File: config.mk
export PLATFORM = sky130hd
export DESIGN_NAME = decomp_sched
export DESIGN_NICKNAME = d
export VERILOG_FILES = /design/src/rtl/decomp_sched.sv
export SDC_FILE = /design/constraint.sdc
export NUM_CORES = 1
export LEC_CHECK = 0
export BUFFER_PORTS_ARGS = -buffer_cell sky130_fd_sc_hd__buf_2
export CAP_MARGIN = 20
export CORE_MARGIN = 3
export CORE_UTILIZATION = 45
export CTS_BUF_LIST = sky130_fd_sc_hd__clkbuf_4
export DETAILED_ROUTE_END_ITERATION = 8
export PLACE_DENSITY = 0.82
export SYNTH_ARGS = -nofsm -noshare
export SYNTH_HDL_FRONTEND = slang
export SYNTH_SLANG_ARGS = --single-unit
File: constraint.sdc
create_clock -name clk_i -period 2.69 [get_ports clk_i]
set_input_delay 0.538 -clock clk_i [delete_from_list [all_inputs] [get_ports clk_i]]
set_output_delay 0.538 -clock clk_i [all_outputs]
set_load 0.005 [all_outputs]
File: src/rtl/decomp_sched.sv
// decomp_sched: round-robin job scheduler in front of the HACD page decompressor.
// Owns the level start/done handshake, per-requester completion and a hang watchdog.
module decomp_sched #(
    parameter int NUM_REQ   = 2,
    parameter int TIMEOUT_W = 16
) (
    input  logic                    clk_i,
    input  logic                    rst_i,
    input  logic [NUM_REQ-1:0]      req_valid,
    input  logic [NUM_REQ*14-1:0]   req_comp_size,
    output logic [NUM_REQ-1:0]      req_ready,
    output logic [NUM_REQ-1:0]      cmpl_valid,
    output logic                    cmpl_err,
    output logic                    decomp_start,
    output logic [13:0]             comp_size,
    input  logic                    decomp_done,
    input  logic [TIMEOUT_W-1:0]    timeout_cycles,
    output logic                    busy,
    output logic                    fault
);
    localparam int PTR_W = (NUM_REQ > 1) ? $clog2(NUM_REQ) : 1;

    typedef enum logic [2:0] {
        S_IDLE,
        S_RUN,
        S_RELEASE,
        S_CMPL,
        S_FAULT
    } state_t;

    state_t               r_state;
    state_t               w_state_nxt;
    logic [PTR_W-1:0]     r_rr_ptr;
    logic [PTR_W-1:0]     r_owner;
    logic [TIMEOUT_W-1:0] r_wdog;
    logic                 r_start;
    logic [13:0]          r_comp_size;
    logic [NUM_REQ-1:0]   r_cmpl_valid;
    logic                 r_cmpl_err;
    logic                 r_busy;
    logic                 r_fault;

    logic                 w_found;
    logic [PTR_W-1:0]     w_winner;
    logic [PTR_W-1:0]     w_idx;
    logic                 w_expired;
    logic                 w_accept;

    assign decomp_start = r_start;
    assign comp_size    = r_comp_size;
    assign cmpl_valid   = r_cmpl_valid;
    assign cmpl_err     = r_cmpl_err;
    assign busy         = r_busy;
    assign fault        = r_fault;

    // Round-robin search starting just after the last winner, with wrap.
    always_comb begin
        w_found  = 1'b0;
        w_winner = '0;
        w_idx    = '0;
        for (int k = 1; k <= NUM_REQ; k++) begin
            w_idx = PTR_W'((int'(r_rr_ptr) + k) % NUM_REQ);
            if (!w_found && req_valid[w_idx]) begin
                w_found  = 1'b1;
                w_winner = w_idx;
            end
        end
    end

    assign w_accept = !rst_i && (r_state == S_IDLE) && w_found;

    // One-hot grant, only offered while idle and out of reset.
    always_comb begin
        req_ready = '0;
        if (w_accept) begin
            req_ready[w_winner] = 1'b1;
        end
    end

    assign w_expired = (timeout_cycles != '0) &&
                       (r_wdog == (timeout_cycles - TIMEOUT_W'(1)));

    // Next-state logic; done wins over watchdog expiry in the same cycle.
    always_comb begin
        w_state_nxt = r_state;
        unique case (r_state)
            S_IDLE: begin
                if (w_found) begin
                    w_state_nxt = S_RUN;
                end
            end
            S_RUN: begin
                if (decomp_done) begin
                    w_state_nxt = S_RELEASE;
                end else if (w_expired) begin
                    w_state_nxt = S_FAULT;
                end
            end
            S_RELEASE: begin
                if (!decomp_done) begin
                    w_state_nxt = S_CMPL;
                end else if (w_expired) begin
                    w_state_nxt = S_FAULT;
                end
            end
            S_CMPL: begin
                w_state_nxt = S_IDLE;
            end
            S_FAULT: begin
                w_state_nxt = S_FAULT;
            end
            default: begin
                w_state_nxt = S_IDLE;
            end
        endcase
    end

    // State register plus the job context latched at acceptance.
    always_ff @(posedge clk_i or posedge rst_i) begin
        if (rst_i) begin
            r_state     <= S_IDLE;
            r_rr_ptr    <= PTR_W'(NUM_REQ - 1);
            r_owner     <= '0;
            r_comp_size <= '0;
        end else begin
            r_state <= w_state_nxt;
            if (w_accept) begin
                r_owner     <= w_winner;
                r_rr_ptr    <= w_winner;
                r_comp_size <= req_comp_size[14*w_winner +: 14];
            end
        end
    end

    // Watchdog counts RUN and RELEASE cycles; restarts when done is seen in RUN.
    always_ff @(posedge clk_i or posedge rst_i) begin
        if (rst_i) begin
            r_wdog <= '0;
        end else if (r_state == S_RUN && decomp_done) begin
            r_wdog <= '0;
        end else if (r_state == S_RUN || r_state == S_RELEASE) begin
            r_wdog <= r_wdog + TIMEOUT_W'(1);
        end else begin
            r_wdog <= '0;
        end
    end

    // Registered outputs derived from the state being entered.
    always_ff @(posedge clk_i or posedge rst_i) begin
        if (rst_i) begin
            r_start      <= 1'b0;
            r_busy       <= 1'b0;
            r_fault      <= 1'b0;
            r_cmpl_valid <= '0;
            r_cmpl_err   <= 1'b0;
        end else begin
            r_start      <= (w_state_nxt == S_RUN);
            r_busy       <= (w_state_nxt != S_IDLE);
            r_fault      <= r_fault || (w_state_nxt == S_FAULT);
            r_cmpl_valid <= '0;
            r_cmpl_err   <= 1'b0;
            if (w_state_nxt == S_CMPL) begin
                r_cmpl_valid <= NUM_REQ'(1) << r_owner;
            end else if (w_state_nxt == S_FAULT && r_state != S_FAULT) begin
                r_cmpl_valid <= NUM_REQ'(1) << r_owner;
                r_cmpl_err   <= 1'b1;
            end
        end
    end
endmodule

Word level (Yosys, flattened, before mapping)
Cells that the tools add are included.
{"block": "totals", "register_bits": 41, "input_bits": 49, "out_inout_bits": 22, "word_cells": 65}
{"block": "op_classes", "addsub": 4, "multipliers": 1, "order_cmp": 4, "eq_ne": 8, "n_shift": 2, "mux": 22, "reduce_logical": 14}
{"cell": "16-bit 2-to-1 mux", "n": 2}
{"cell": "28-bit by 6-bit variable part select with 14-bit output", "n": 1}
{"cell": "16-bit by 1-bit adder with 16-bit output (second input constant)", "n": 1}
{"cell": "16-bit == test", "n": 1}
{"cell": "16-bit nonzero test", "n": 1}
{"cell": "16-bit by 1-bit subtractor with 16-bit output (second input constant)", "n": 1}
{"cell": "3-bit 2-to-1 mux", "n": 4}
{"cell": "3-bit case mux with 4 select lines", "n": 1}
{"cell": "1-bit 2-to-1 mux", "n": 11}
{"cell": "1-bit logical AND", "n": 7}
{"cell": "3-bit by 1-bit == test with 1-bit output (second input constant)", "n": 2}
{"cell": "3-bit by 2-bit == test with 1-bit output (second input constant)", "n": 2}
{"cell": "3-bit == test (second input constant)", "n": 2}
{"cell": "1-bit by 2-bit less-than comparator with 1-bit output (second input constant)", "n": 3}
{"cell": "2-bit 2-to-1 mux", "n": 3}
{"cell": "3-bit by 1-bit multiplier with 4-bit output (first input constant)", "n": 1}
{"cell": "3-bit zero test", "n": 1}
{"cell": "3-bit != test (second input constant)", "n": 1}
{"cell": "3-bit nonzero test", "n": 1}
{"cell": "1-bit adder (second input constant)", "n": 2}
{"cell": "1-bit zero test", "n": 2}
{"cell": "1-bit logical OR", "n": 2}
{"cell": "1-bit by 1-bit << shifter with 2-bit output (first input constant)", "n": 1}
{"cell": "1-bit demux with 1-bit select", "n": 1}
{"cell": "1-bit greater-or-equal comparator (second input constant)", "n": 1}

Logic depth before layout (Yosys ltp)
{"block": "depth", "depth_word": 13, "mapped_depth": 9, "ltp_nobuf": 9}

Worst setup path before layout
No wires, ideal clock.
{"block": "synth_timing", "path_type": "in2reg", "start": "input timeout_cycles[8]", "end": "register r_cmpl_valid[0] (netlist: cmpl_valid[0])", "setup_ns": 0.094, "t_arrival_ns": 2.556, "required_ns": 2.596, "path_slack_ns": 0.040, "cell_stages": 7, "n_path_buf": 0, "cell_sequence": "or4_4 -> or4_4 -> nor3_1 -> o211ai_1 -> a211oi_4 -> o211ai_2 -> a211oi_1"}
{"block": "synth_via", "elab_chain_len": 10, "elab_cells_between_ends": 13, "cone_classes": "add/sub (1); eq/ne (3); mux (6); reduce/logical (3)"}
{"element": "from (decl)", "line": "17", "rtl": "input logic [TIMEOUT_W-1:0] timeout_cycles,"}
{"element": "16-bit by 1-bit subtractor with 16-bit output", "line": "81", "rtl": "(r_wdog == (timeout_cycles - TIMEOUT_W'(1)));"}
{"element": "16-bit == test", "line": "81"}
{"element": "1-bit logical AND (*)", "line": "80", "rtl": "assign w_expired = (timeout_cycles != '0) &&"}
{"element": "3-bit 2-to-1 mux (*)", "line": "95, 102"}
{"element": "3-bit 2-to-1 mux, on equally long branches", "line": "100, 93"}
{"element": "3-bit case mux with 4 select lines (*)", "line": "86", "rtl": "unique case (r_state)"}
{"element": "3-bit == test", "line": "164", "rtl": "end else if (w_state_nxt == S_FAULT && r_state != S_FAULT) begin"}
{"element": "1-bit logical AND", "line": "164"}
{"element": "2-bit 2-to-1 mux", "line": "164"}
{"element": "2-bit 2-to-1 mux (*)", "line": "162", "rtl": "if (w_state_nxt == S_CMPL) begin"}
{"element": "to (signal assigned)", "line": "163", "rtl": "r_cmpl_valid <= NUM_REQ'(1) << r_owner;"}
{"element": "to (signal assigned)", "line": "165", "rtl": "r_cmpl_valid <= NUM_REQ'(1) << r_owner;"}
{"element": "to (decl)", "line": "38", "rtl": "logic [NUM_REQ-1:0] r_cmpl_valid;"}
Every way passes the cells marked *; elsewhere a longest branch is shown, timed or not.
A chain may end at the register's enable or synchronous reset.

Worst setup path in the final report
{"block": "layout_timing", "start": "input timeout_cycles[8]", "end": "register r_state[1]"}
{"block": "layout_via", "elab_chain_len": 6, "elab_cells_between_ends": 8, "cone_classes": "add/sub (1); eq/ne (1); mux (4); reduce/logical (2)"}
{"element": "16-bit by 1-bit subtractor with 16-bit output", "line": "81"}
{"element": "16-bit == test", "line": "81"}
{"element": "1-bit logical AND (*)", "line": "80"}
{"element": "3-bit 2-to-1 mux (*)", "line": "95, 102"}
{"element": "3-bit 2-to-1 mux, on equally long branches", "line": "100, 93"}
{"element": "3-bit case mux with 4 select lines (*)", "line": "86"}
{"element": "named net w_state_nxt[1]", "line": "32", "rtl": "state_t w_state_nxt;"}
{"element": "to (signal assigned)", "line": "126", "rtl": "r_state <= w_state_nxt;"}
{"element": "to (decl)", "line": "31", "rtl": "state_t r_state;"}
The timed path passes the listed nets; every way through them passes the cells marked *.

==> flow_metrics.py <==
metrics = {
    "timing": {
        "final.setup.worst_slack_ps": 63.1,
        "maxSlewHeadroom_pct": 67.6,
        "drv_slew": 0,
        "finalCriticalPeriod_ps": 2630,
        "setup_violations": 0,
        "worst_clock_skew_ps": 9.38,
        "tightest_slew_ps": 482,
        "timing.final.crit_share_pct": 97.7,
        "max_freq_mhz": 381,
        "hold_viol": 0,
    },
    "layout": {
        "nFillCells": 472,
        "most-common-layout-cells": "buf_2, dfrtp_1, nand2_1, nor2_1",
        "fin_cells": 434,
        "layout_commonest_cell": "buf_2",
        "antenna_cells": 0,
        "fin_nets": 414,
        "fin_area_sq_um": 3160,
        "areaGrowthSynthToFinish_pct": 24.6,
        "layout-drive-gt1-share_pct": 31.9,
    },
    "placement": {
        "io_buffers": 70,
        "placed_cell_area_sq_um": 3080,
        "gp_congestion": 0.831,
        "place_inst": 423,
        "preCtsSetupSlack_ps": -270,
        "hpwl_um": 4670,
    },
    "worst_setup_path": {
        "startpoint_type": "primary input",
        "cp.required_ps": 2970,
        "end_kind": "flop",
        "path_max_fanout": 6,
        "critPathArrivalTime_ps": 2900,
        "critPathKind": "in2reg",
    },
    "floorplanning": {
        "die_y_um": 81.0,
        "pin_count": 71,
        "rows": 26,
        "start_util_pct": 48.1,
        "dieArea_sq_um": 6560,
        "fp.dieW_um": 81.0,
        "design.core.area_sq_um": 5270,
    },
    "global_route": {
        "grt_pass1_wl_um": 9840,
        "grt_pass1_vias": 2161,
        "grt.overflow.total": 0,
        "grt_use_total_pct": 19.2,
        "grt_max_degree": 30,
        "antenna_found_initial": 0,
    },
    "clocking": {
        "cts_buffers": 5,
        "cts_sinks": 41,
        "clk_latency_ps": 340,
        "cts_tree": "yes",
        "root_buffer": "clkbuf_4",
        "cts-htree-levels": 2,
        "clk_pin_slew_ps": 120,
        "cts.path.max_buffers": 2,
        "cts_hold_buf": 0,
    },
    "yosys": {
        "synth_ff_type": "dfrtp_1",
        "ys.warnings.count": 0,
        "synth-edff-count": 0,
        "netlist_instances": 273,
        "avgSynthCellArea_sq_um": 9.28,
        "ys_types": 49,
        "async_flop_share_pct": 100,
        "yosysSeqAreaShare_pct": 40.6,
        "ys_ff_latch": 41,
        "syn_nets": 324,
        "syn_area_sq_um": 2530,
    },
    "power": {
        "p_per_area_nw_per_um2": 574,
        "p_leak_nw": 1.49,
        "ir_worst_vdd_mv": 0.438,
    },
    "routing": {
        "firstDrtPassIters": 4,
        "dr_total_vias": 2339,
        "ant_nets": 0,
        "vias_per_cell": 5.39,
        "wl_per_cell_um": 13.6,
        "drt_iter0_markers": 122,
        "drc_errors": 0,
        "wl_um": 5880,
    },
    "job": {
        "cap_violations": 0,
    },
    "worst_hold_path": {
        "min_path_type": "in2async",
    },
    "run_status": {
        "status": "completed",
    },
}
worst paths after layout:
kind	from	to	slack [ps]	depth (start not counted)
max	timeout_cycles[8]	r_state[1]	60	9
min	rst_i	r_state[0]	230	3
max reg2reg	r_wdog[15]	r_state[1]	490	8
min reg2reg	r_rr_ptr	r_rr_ptr	480	2
max in group asynchronous	rst_i	r_rr_ptr	2200	3
min in group clk_i	r_rr_ptr	r_rr_ptr	480	2
worst max-delay path: stages:
cell and delay (ps):
buf_2 110, or4_4 550, or4_4 520, o21a_1 200, o211ai_1 280, a211oi_4 140
buf_4 160, a311o_1 290, a21oi_1 120
through the flow:
stage / util, % / total power, mW / TNS, ps / hold slack, ps
final: 59.9 / 1.81 / 0 / 228
after global routing: 59.9 / 1.97 / -27.5 / 218
after CTS: 59.3 / 1.82 / 0 / 212
after detailed placement: 58.4 / 1.53 / -1570 / 464
after global placement: 58.4 / 1.50 / -886 / 457
after floorplan: - / 1.25 / 0 / 433
synth_stat cells (2+ instances only):
cell type	instances	area, sq um
buf_4	2	15.0
o211ai_1	2	15.0
dfrtp_1	40	1000
o21ai_0	24	120
xor2_1	11	96.3
a31oi_1	2	12.5
nor4_2	2	25.0
or3_1	8	50.1
clkbuf_1	7	26.3
nand2_1	31	116
a21oi_1	12	60.1
nand3_1	8	40.0
and3_1	5	31.3
or4_4	4	45.0
mux2i_1	18	180
inv_1	10	37.5
a21boi_0	2	15.0
nand4_1	3	18.8
nand2b_1	3	18.8
o21ai_1	4	20.0
o31ai_1	2	15.0
nor3_1	4	20.0
a41oi_1	2	17.5
nor2_1	25	93.8
xnor2_1	16	140
a21o_1	2	15.0
ha_1	2	25.0
power breakdown:
group / leakage [nW] / total, mW / internal, mW / switching, mW
registers: 0.537 / 0.893 / 0.775 / 0.118
logic: 0.925 / 0.637 / 0.289 / 0.348
clock network: 0.0300 / 0.281 / 0.0947 / 0.186
total: 1.49 / 1.81 / 1.16 / 0.652
state kept, by name, summed over array words and instances, names as in the netlist:
name          cells
fault             1
decomp_start      1
cmpl_err          1
r_rr_ptr          1
comp_size        14
r_owner           1
cmpl_valid        2
r_wdog           16
r_state           3
busy              1
timing repair:
| item | CTS | global route |
|---|---|---|
| gates resized for setup | 0 | 2 |
| setup endpoints to repair | 0 | 3 |
| setup buffers | 0 | 2 |
logic make-up after synthesis:
| logic type | share of synthesized area, % |
|---|---|
| buf+inv | 3.71 |
| xor+xnor | 9.34 |
| mux | 7.11 |
| flops | 40.6 |
| simple gates | 20.4 |
| fa+ha+maj | 0.988 |
| compound gates | 17.9 |
layout make-up:
| cell class | instances | area [sq um] | share of cell area (%) |
|---|---|---|---|
| Tap cell | 70 | 87.6 | 2.78 |
| Inverter | 10 | 37.5 | 1.19 |
| Timing Repair Buffer | 94 | 531 | 16.8 |
| Sequential cell | 41 | 1030 | 32.6 |
| Clock inverter | 3 | 12.5 | 0.397 |
| Multi-Input combinational cell | 211 | 1420 | 45.1 |
| Clock buffer | 5 | 37.5 | 1.19 |
per-layer routing:
metal  vias to the layer above  track usage [%]  routed length (um)
li1                       1150                -                   -
met1                      1072             25.1                2480
met2                       107             31.9                2840
met3                        10             3.99                 468
met4                         0             6.08                  86
met5                         -                0                   0
No activity file was read; power rests on OpenSTA's default activity.
